$ cat src/rtl/pipe_hazard_ctrl.sv
// Hazard and forwarding controller for the 5-stage core: load-use stalls,
// redirect flushes, registered EX forwarding selects and saturating perf counters.
module pipe_hazard_ctrl #(
    parameter int REG_ADDR_W = 5,
    parameter int FWD_STAGES = 2,
    parameter int LOAD_STALL = 1,
    parameter int CNT_W      = 16
) (
    input  logic                              clk,
    input  logic                              rst,
    input  logic                              id_valid,
    input  logic [REG_ADDR_W-1:0]             id_rs1,
    input  logic [REG_ADDR_W-1:0]             id_rs2,
    input  logic                              id_uses_rs1,
    input  logic                              id_uses_rs2,
    input  logic [REG_ADDR_W-1:0]             id_rd,
    input  logic                              id_reg_write,
    input  logic                              id_is_load,
    input  logic                              ex_redirect,
    output logic                              pc_en,
    output logic                              if_id_en,
    output logic                              if_id_clear,
    output logic                              id_ex_clear,
    output logic [$clog2(FWD_STAGES+1)-1:0]   fwd_a_sel,
    output logic [$clog2(FWD_STAGES+1)-1:0]   fwd_b_sel,
    output logic [CNT_W-1:0]                  stall_cnt,
    output logic [CNT_W-1:0]                  flush_cnt
);

    localparam int SEL_W = $clog2(FWD_STAGES + 1);

    // The retiring WB producer is never forwarded or stalled on (write-before-read
    // register file), so only the entries that can influence outputs are stored.
    logic [FWD_STAGES-1:0]   sb_valid_r;
    logic [FWD_STAGES-1:0]   sb_wr_r;
    logic [FWD_STAGES-1:0]   sb_ld_r;
    logic [REG_ADDR_W-1:0]   sb_rd_r [FWD_STAGES];

    logic [FWD_STAGES-1:0]   match_a_s;
    logic [FWD_STAGES-1:0]   match_b_s;
    logic                    load_hit_s;
    logic                    stall_s;
    logic                    bubble_s;
    logic [SEL_W-1:0]        fwd_a_nxt_s;
    logic [SEL_W-1:0]        fwd_b_nxt_s;

    function automatic logic src_match(
        input logic                  used,
        input logic [REG_ADDR_W-1:0] src,
        input logic                  valid,
        input logic                  wr,
        input logic [REG_ADDR_W-1:0] rd
    );
        return used && id_valid && valid && wr && (rd == src) &&
               (rd != {REG_ADDR_W{1'b0}});
    endfunction

    // Source-vs-scoreboard match vectors for both operands
    always_comb begin
        match_a_s = {FWD_STAGES{1'b0}};
        match_b_s = {FWD_STAGES{1'b0}};
        for (int j = 0; j < FWD_STAGES; j++) begin
            match_a_s[j] = src_match(id_uses_rs1, id_rs1, sb_valid_r[j], sb_wr_r[j], sb_rd_r[j]);
            match_b_s[j] = src_match(id_uses_rs2, id_rs2, sb_valid_r[j], sb_wr_r[j], sb_rd_r[j]);
        end
    end

    // Load-use detection; a redirect squashes the wrong-path consumer instead
    always_comb begin
        load_hit_s = 1'b0;
        for (int j = 0; j < FWD_STAGES; j++) begin
            load_hit_s = load_hit_s |
                         ((j < LOAD_STALL) && sb_ld_r[j] && (match_a_s[j] || match_b_s[j]));
        end
        stall_s  = load_hit_s && !ex_redirect;
        bubble_s = stall_s || ex_redirect || !id_valid;
    end

    // Youngest matching producer wins: scan oldest to youngest, last hit sticks
    always_comb begin
        fwd_a_nxt_s = {SEL_W{1'b0}};
        fwd_b_nxt_s = {SEL_W{1'b0}};
        for (int j = FWD_STAGES - 1; j >= 0; j--) begin
            fwd_a_nxt_s = match_a_s[j] ? SEL_W'(j + 1) : fwd_a_nxt_s;
            fwd_b_nxt_s = match_b_s[j] ? SEL_W'(j + 1) : fwd_b_nxt_s;
        end
    end

    // Pipeline enable / clear generation
    always_comb begin
        if (ex_redirect) begin
            pc_en       = 1'b1;
            if_id_en    = 1'b1;
            if_id_clear = 1'b1;
            id_ex_clear = 1'b1;
        end else if (stall_s) begin
            pc_en       = 1'b0;
            if_id_en    = 1'b0;
            if_id_clear = 1'b0;
            id_ex_clear = 1'b1;
        end else begin
            pc_en       = 1'b1;
            if_id_en    = 1'b1;
            if_id_clear = 1'b0;
            id_ex_clear = 1'b0;
        end
    end

    // Scoreboard shift with entry-0 load (bubble or the ID instruction)
    always_ff @(posedge clk or negedge rst) begin
        if (!rst) begin
            sb_valid_r <= {FWD_STAGES{1'b0}};
            sb_wr_r    <= {FWD_STAGES{1'b0}};
            sb_ld_r    <= {FWD_STAGES{1'b0}};
            for (int j = 0; j < FWD_STAGES; j++) begin
                sb_rd_r[j] <= {REG_ADDR_W{1'b0}};
            end
        end else begin
            for (int j = FWD_STAGES - 1; j > 0; j--) begin
                sb_valid_r[j] <= sb_valid_r[j-1];
                sb_wr_r[j]    <= sb_wr_r[j-1];
                sb_ld_r[j]    <= sb_ld_r[j-1];
                sb_rd_r[j]    <= sb_rd_r[j-1];
            end
            if (bubble_s) begin
                sb_valid_r[0] <= 1'b0;
                sb_wr_r[0]    <= 1'b0;
                sb_ld_r[0]    <= 1'b0;
                sb_rd_r[0]    <= {REG_ADDR_W{1'b0}};
            end else begin
                sb_valid_r[0] <= 1'b1;
                sb_wr_r[0]    <= id_reg_write;
                sb_ld_r[0]    <= id_is_load;
                sb_rd_r[0]    <= id_rd;
            end
        end
    end

    // Forwarding selects, registered one cycle ahead of their use in EX
    always_ff @(posedge clk or negedge rst) begin
        if (!rst) begin
            fwd_a_sel <= {SEL_W{1'b0}};
            fwd_b_sel <= {SEL_W{1'b0}};
        end else if (bubble_s) begin
            fwd_a_sel <= {SEL_W{1'b0}};
            fwd_b_sel <= {SEL_W{1'b0}};
        end else begin
            fwd_a_sel <= fwd_a_nxt_s;
            fwd_b_sel <= fwd_b_nxt_s;
        end
    end

    // Saturating stall / flush performance counters
    always_ff @(posedge clk or negedge rst) begin
        if (!rst) begin
            stall_cnt <= {CNT_W{1'b0}};
            flush_cnt <= {CNT_W{1'b0}};
        end else begin
            if (stall_s && (stall_cnt != {CNT_W{1'b1}})) begin
                stall_cnt <= stall_cnt + CNT_W'(1);
            end else begin
                stall_cnt <= stall_cnt;
            end
            if (ex_redirect && (flush_cnt != {CNT_W{1'b1}})) begin
                flush_cnt <= flush_cnt + CNT_W'(1);
            end else begin
                flush_cnt <= flush_cnt;
            end
        end
    end

endmodule
$ cat config.mk
export PLATFORM = sky130hd
export DESIGN_NAME = pipe_hazard_ctrl
export DESIGN_NICKNAME = d
export VERILOG_FILES = /design/src/rtl/pipe_hazard_ctrl.sv
export SDC_FILE = /design/constraint.sdc
export NUM_CORES = 1
export LEC_CHECK = 0
export CORE_ASPECT_RATIO = 0.6
export CORE_MARGIN = 3
export CORE_UTILIZATION = 48
export CTS_CLUSTER_SIZE = 12
export DETAILED_ROUTE_END_ITERATION = 10
export PLACE_DENSITY = 0.84
export SLEW_MARGIN = 40
export SYNTH_ARGS = -nofsm -noshare
export SYNTH_HDL_FRONTEND = slang
export SYNTH_SLANG_ARGS = --single-unit
$ cat constraint.sdc
create_clock -name clk -period 2.7 [get_ports clk]
set_input_delay 0.27 -clock clk [delete_from_list [all_inputs] [get_ports clk]]
set_output_delay 0.27 -clock clk [all_outputs]
set_load 0.02 [all_outputs]
== Word-level counts from Yosys, hierarchy flattened ==
Index checks and enable logic that the tools add are counted.
Word-level totals
  bits in registers: 51
  latch bits: 0
  bits in writable memories: 0
  bits in read-only memories: 0
  input bits: 23
  word-level logic and storage cells: 61
  memories kept: 0
Cells by class
  add/sub/neg operators: 2
  multipliers: 0
  div/mod/pow operators: 0
  $lt $le $gt $ge: 0
  equal/unequal tests: 6
  shifts and indexed selects: 0
  multiplexer cells: 15
  bitwise logic cells: 0
  reduce and logical (&&, ||, !) cells: 29
Operators with widths (count)
  adder 16 x 1 -> 16 bit, second input constant: 2
  != test 16 bit, second input constant: 2
  logical AND 1 bit: 22
  == test 5 bit: 4
  two-way mux 2 bit: 6
  nonzero test 5 bit: 2
  two-way mux 1 bit: 8
  two-way mux 5 bit: 1
  logical OR 1 bit: 3
  zero test 1 bit: 2

== Logic depth before layout (Yosys ltp) ==
  word-level depth: 11
  depth in mapped cells: 8

== Worst setup path before layout ==
No wires, ideal clock.
  path type: register to output
  start: reg sb_rd_r[5] in the netlist's numbering
  end: out pc_en
  data arrival time: 1.882 ns
  required time: 2.430 ns
  slack: 0.548 ns
  cell stages (with the launch flop): 8
  path buffers: 2
  path through: dfrtp_1 -> xnor2_1 -> nand4_1 -> or4_1 -> buf_2 -> a21oi_1 -> inv_1 -> buf_4
Between the ends
  longest elaborated chain between the ends: 8
  elaborated cells between the ends (all ways): 12
RTL lines
  from (decl): RTL line 37  | logic [REG_ADDR_W-1:0] sb_rd_r [FWD_STAGES];
  from (signal, indexed assignment): RTL line 116  | sb_rd_r[j] <= {REG_ADDR_W{1'b0}};
  from (signal, indexed assignment): RTL line 123  | sb_rd_r[j] <= sb_rd_r[j-1];
  == test 5 bit: RTL line 54  | return used && id_valid && valid && wr && (rd == src) &&
  logical AND 1 bit (2 in a row): RTL line 54
  logical OR 1 bit *: RTL line 73  | ((j < LOAD_STALL) && sb_ld_r[j] && (match_a_s[j] || match_b_s[j]));
  logical AND 1 bit *: RTL line 73
  logical AND 1 bit *: RTL line 75  | stall_s = load_hit_s && !ex_redirect;
  two-way mux 1 bit * (2 in a row)
  to (decl): RTL line 20  | output logic pc_en,
Mark *: on every way between the ends. The rest lies on a longest branch, timed or not.

== Worst setup path after layout ==
  start: reg sb_rd_r[6] in the netlist's numbering
  end: out id_ex_clear
Between the ends
  longest elaborated chain between the ends: 8
  elaborated cells between the ends (all ways): 12
RTL lines
  == test 5 bit: RTL line 54
  logical AND 1 bit (2 in a row): RTL line 54
  logical OR 1 bit *: RTL line 73
  logical AND 1 bit *: RTL line 73
  logical AND 1 bit *: RTL line 75
  two-way mux 1 bit *: RTL line 96  | end else if (stall_s) begin
  two-way mux 1 bit *: RTL line 91  | if (ex_redirect) begin
  to (decl): RTL line 23  | output logic id_ex_clear,
Marks and branches as above.

==> results.txt <==
- After detailed routing, the number of remaining DRC violations is 0.
- In the final routed layout, each cell accounts on average for 13.9 µm.
- DP HPWL: 3780 µm
* Maximum vdd drop: 0.000277 V
* Growth of design area from synthesis to finish: 37.6%
* Flip-flop and latch count after synthesis: 51
* Final Hold Fails: 0
* I/O pin count: 63
- Buffer cell driving the clock tree root: clkbuf_8
* Clock sink count: 51
- The floorplan step defined a core boundary enclosing 4660 µm².
- Sum of overflow across all layers after global routing: 0
- Top cell family by delay on the critical path: simple AND/OR/NAND/NOR gates
* Largest net degree at the start of global routing: 52
* Count of different cell masters after synthesis: 27
* Final standard cell area without fillers: 3250 µm²
- Floorplan die area: 5820 µm²
- Total number of H-tree levels: 2
- Leaving out fill and tap cells, the most frequent cell in the layout is clkdlybuf4s50_1.
* Number of buffers inserted during clock tree synthesis: 5
* Buffer levels on the longest clock path: 2
* Slowest cell delay on critical path: 0.57 ns
* Avg Cell Area, Syn: 11.2 µm²
- Setup-violating endpoint count in the final report: 0
- Critical path class: reg -> out
* Net count reported at finish: 316
* Nets in the synthesized netlist: 236
- The placed instances occupy a cell area of 3140 µm².
- Via Count: 1,808
- The detailed router finished its first iteration with 95 violations.
* Final slew viol count: 0
- Clock-pin slew was measured on the worst setup and hold paths at 0.08 ns.
* Combined buffer and inverter count along the critical path: 1
- Clock insertion delay at the later pin of the skew report: 0.30 ns
* Post-detailed-routing wire length: 4910 µm
- Slowest cell on crit path: or4_1
- After technology mapping, the gate count stands at 211.
- Summing every instance area after synthesis gives 2360 µm².
- Setup skew after layout: 0.00432 ns
- In this run, placement finished with an instance count of 346.
- Wire length of the first global-routing pass: 8250 µm
- GP Congestion: 0.852
- The finished layout holds 354 standard cells, fillers aside.
- Data arrival time at the worst-slack endpoint: 2.30 ns
* Category of the worst setup path launch point: register
- For the pin with the worst max-slew slack, the measured transition is 0.623 ns.
- Number of maximum-capacitance constraint violations: 0
- Hold timing on the final database bottoms out at a slack of 0.394 ns.
- Routed via count divided by cell count: 5.11
- PD cells: 521 nW/µm²
* Critical Path Fanout Max: 4
- Number of nets still failing antenna checks after routing: 0
- # diodes: 0
- TritonCTS built the clock tree.
* Number of global-route vias before repair: 1,746
- In the finished design, the share of the clock period the worst path needs comes to 0.952.
- Starting density of the core: 0.506
- Yosys warnings: 0
- Worst-path cell chain: or4_1 -> o211ai_1 -> or4_4 -> nand2_1 -> a21o_1 -> dlygate4sd2_1
- # rows: 19
* Proportion of synthesized chip area in sequential cells: 0.541
* Die Y-Extent: 60.3 µm
- For the worst setup path, the data required time is 2.43 ns.
* Worst slew margin: 0.585
- Drt pass-1 iters: 6
- The worst setup path is captured at a primary output.
- Ratio of cells with drive above 1 in the final layout: 0.110
- Leading cell types in the layout, fill and taps excluded: clkdlybuf4s50_1, dfrtp_1, xnor2_1
* Initial antenna violation count: 0
- Port buffering added 62 buffers.
- The min-delay analysis places its worst path in the category reg -> reg.
* Floorplan die width: 96.5 µm
- Max Fclk: 0.389 GHz
* Outcome: completed
- In the global route stage, overall resource usage came out at 0.192.
- Overall Power: 1690 µW
- Min cycle time layout: 2.57 ns
* P_leak: 0.00146 µW
==> power by group <==
group | switching [µW] | leakage, µW | total [µW] | internal [µW]
registers | 76.2 | 0.000692 | 898 | 822
logic | 168 | 0.000716 | 357 | 189
clock network | 234 | 0.0000470 | 435 | 201
==> state kept, by name, indices dropped and copies added, names as in the netlist <==
name        count
sb_valid_r      2
fwd_b_sel       2
sb_rd_r        10
stall_cnt      16
sb_wr_r         2
flush_cnt      16
fwd_a_sel       2
sb_ld_r         1
==> per-layer routing <==
| layer | global-route usage | vias to the layer above | routed length [µm] |
|---|---|---|---|
| li1 | - | 886 | - |
| met5 | 0 | - | 0 |
| met3 | 0.0755 | 13 | 311 |
| met4 | 0.0639 | 0 | 112 |
| met2 | 0.284 | 56 | 2190 |
| met1 | 0.258 | 853 | 2300 |
==> through the flow <==
step           setup slack, ns  TNS [ns]   util
2_1_floorplan            0.548         0      -
3_3_place_gp            -0.121    -0.267  0.674
3_5_place_dp            -0.146    -0.346  0.675
4_1_cts                 0.0140         0  0.695
5_1_grt               -0.00412  -0.00412  0.697
6_report                 0.128         0  0.697
==> area by class of cell <==
class                   count  area [µm²]
fillers                   370        1410
flip-flops and latches     51        1280
multi-input cells         149        1040
repair buffers             78         742
clock buffers               6        82.6
well taps                  63        78.8
inverters                   6        22.5
clock inverters             1        5.00
==> logic make-up after synthesis <==
| group | synth area share |
|---|---|
| compound gates | 0.0355 |
| xor+xnor | 0.182 |
| fa+ha+maj | 0.0106 |
| buf+inv | 0.0249 |
| flops | 0.541 |
| mux | 0.0143 |
| simple gates | 0.192 |
==> timing repair <==
item                                    CTS  global route
pin swaps                                 0             0
endpoints found under the hold margin     4             0
endpoints found under the setup margin    3             3
buffers inserted                          0             0
hold buffers                              1             0
resized for setup                         3             7
==> Yosys cell counts <==
master	instances	area share
mux2_2	3	0.014
and3_1	9	0.024
nor3_1	5	0.011
nand2_1	15	0.024
o211a_1	1	0.0042
buf_2	2	0.0042
nor4_1	2	0.0053
a21oi_1	4	0.0085
ha_1	2	0.011
buf_6	1	0.0048
inv_1	6	0.0095
or4_1	6	0.019
xnor2_1	36	0.13
nor2_1	7	0.011
a21o_1	1	0.0032
o21ai_0	2	0.0042
nor2b_1	3	0.0080
nand4_1	11	0.029
a211oi_4	1	0.0085
dfrtp_1	51	0.54
nand2b_1	2	0.0053
and2_1	8	0.021
o211ai_1	1	0.0032
xor2_1	13	0.048
buf_4	2	0.0064
o2111ai_1	1	0.0037
nand3_1	16	0.034
==> final timing paths <==
kind                               startpoint            end  slack [ns]  depth (start not counted)
worst max register to register     sb_rd_r[6]     sb_rd_r[9]        0.31                          7
max in group asynchronous                 rst     sb_rd_r[2]        1.75                          2
worst max-delay path               sb_rd_r[6]    id_ex_clear        0.13                          6
worst min-delay path            sb_valid_r[0]  sb_valid_r[1]        0.39                          0
min in group asynchronous                 rst  flush_cnt[14]        0.52                          2
worst min register to register  sb_valid_r[0]  sb_valid_r[1]        0.39                          0
No activity file was read; power rests on OpenSTA's default activity.
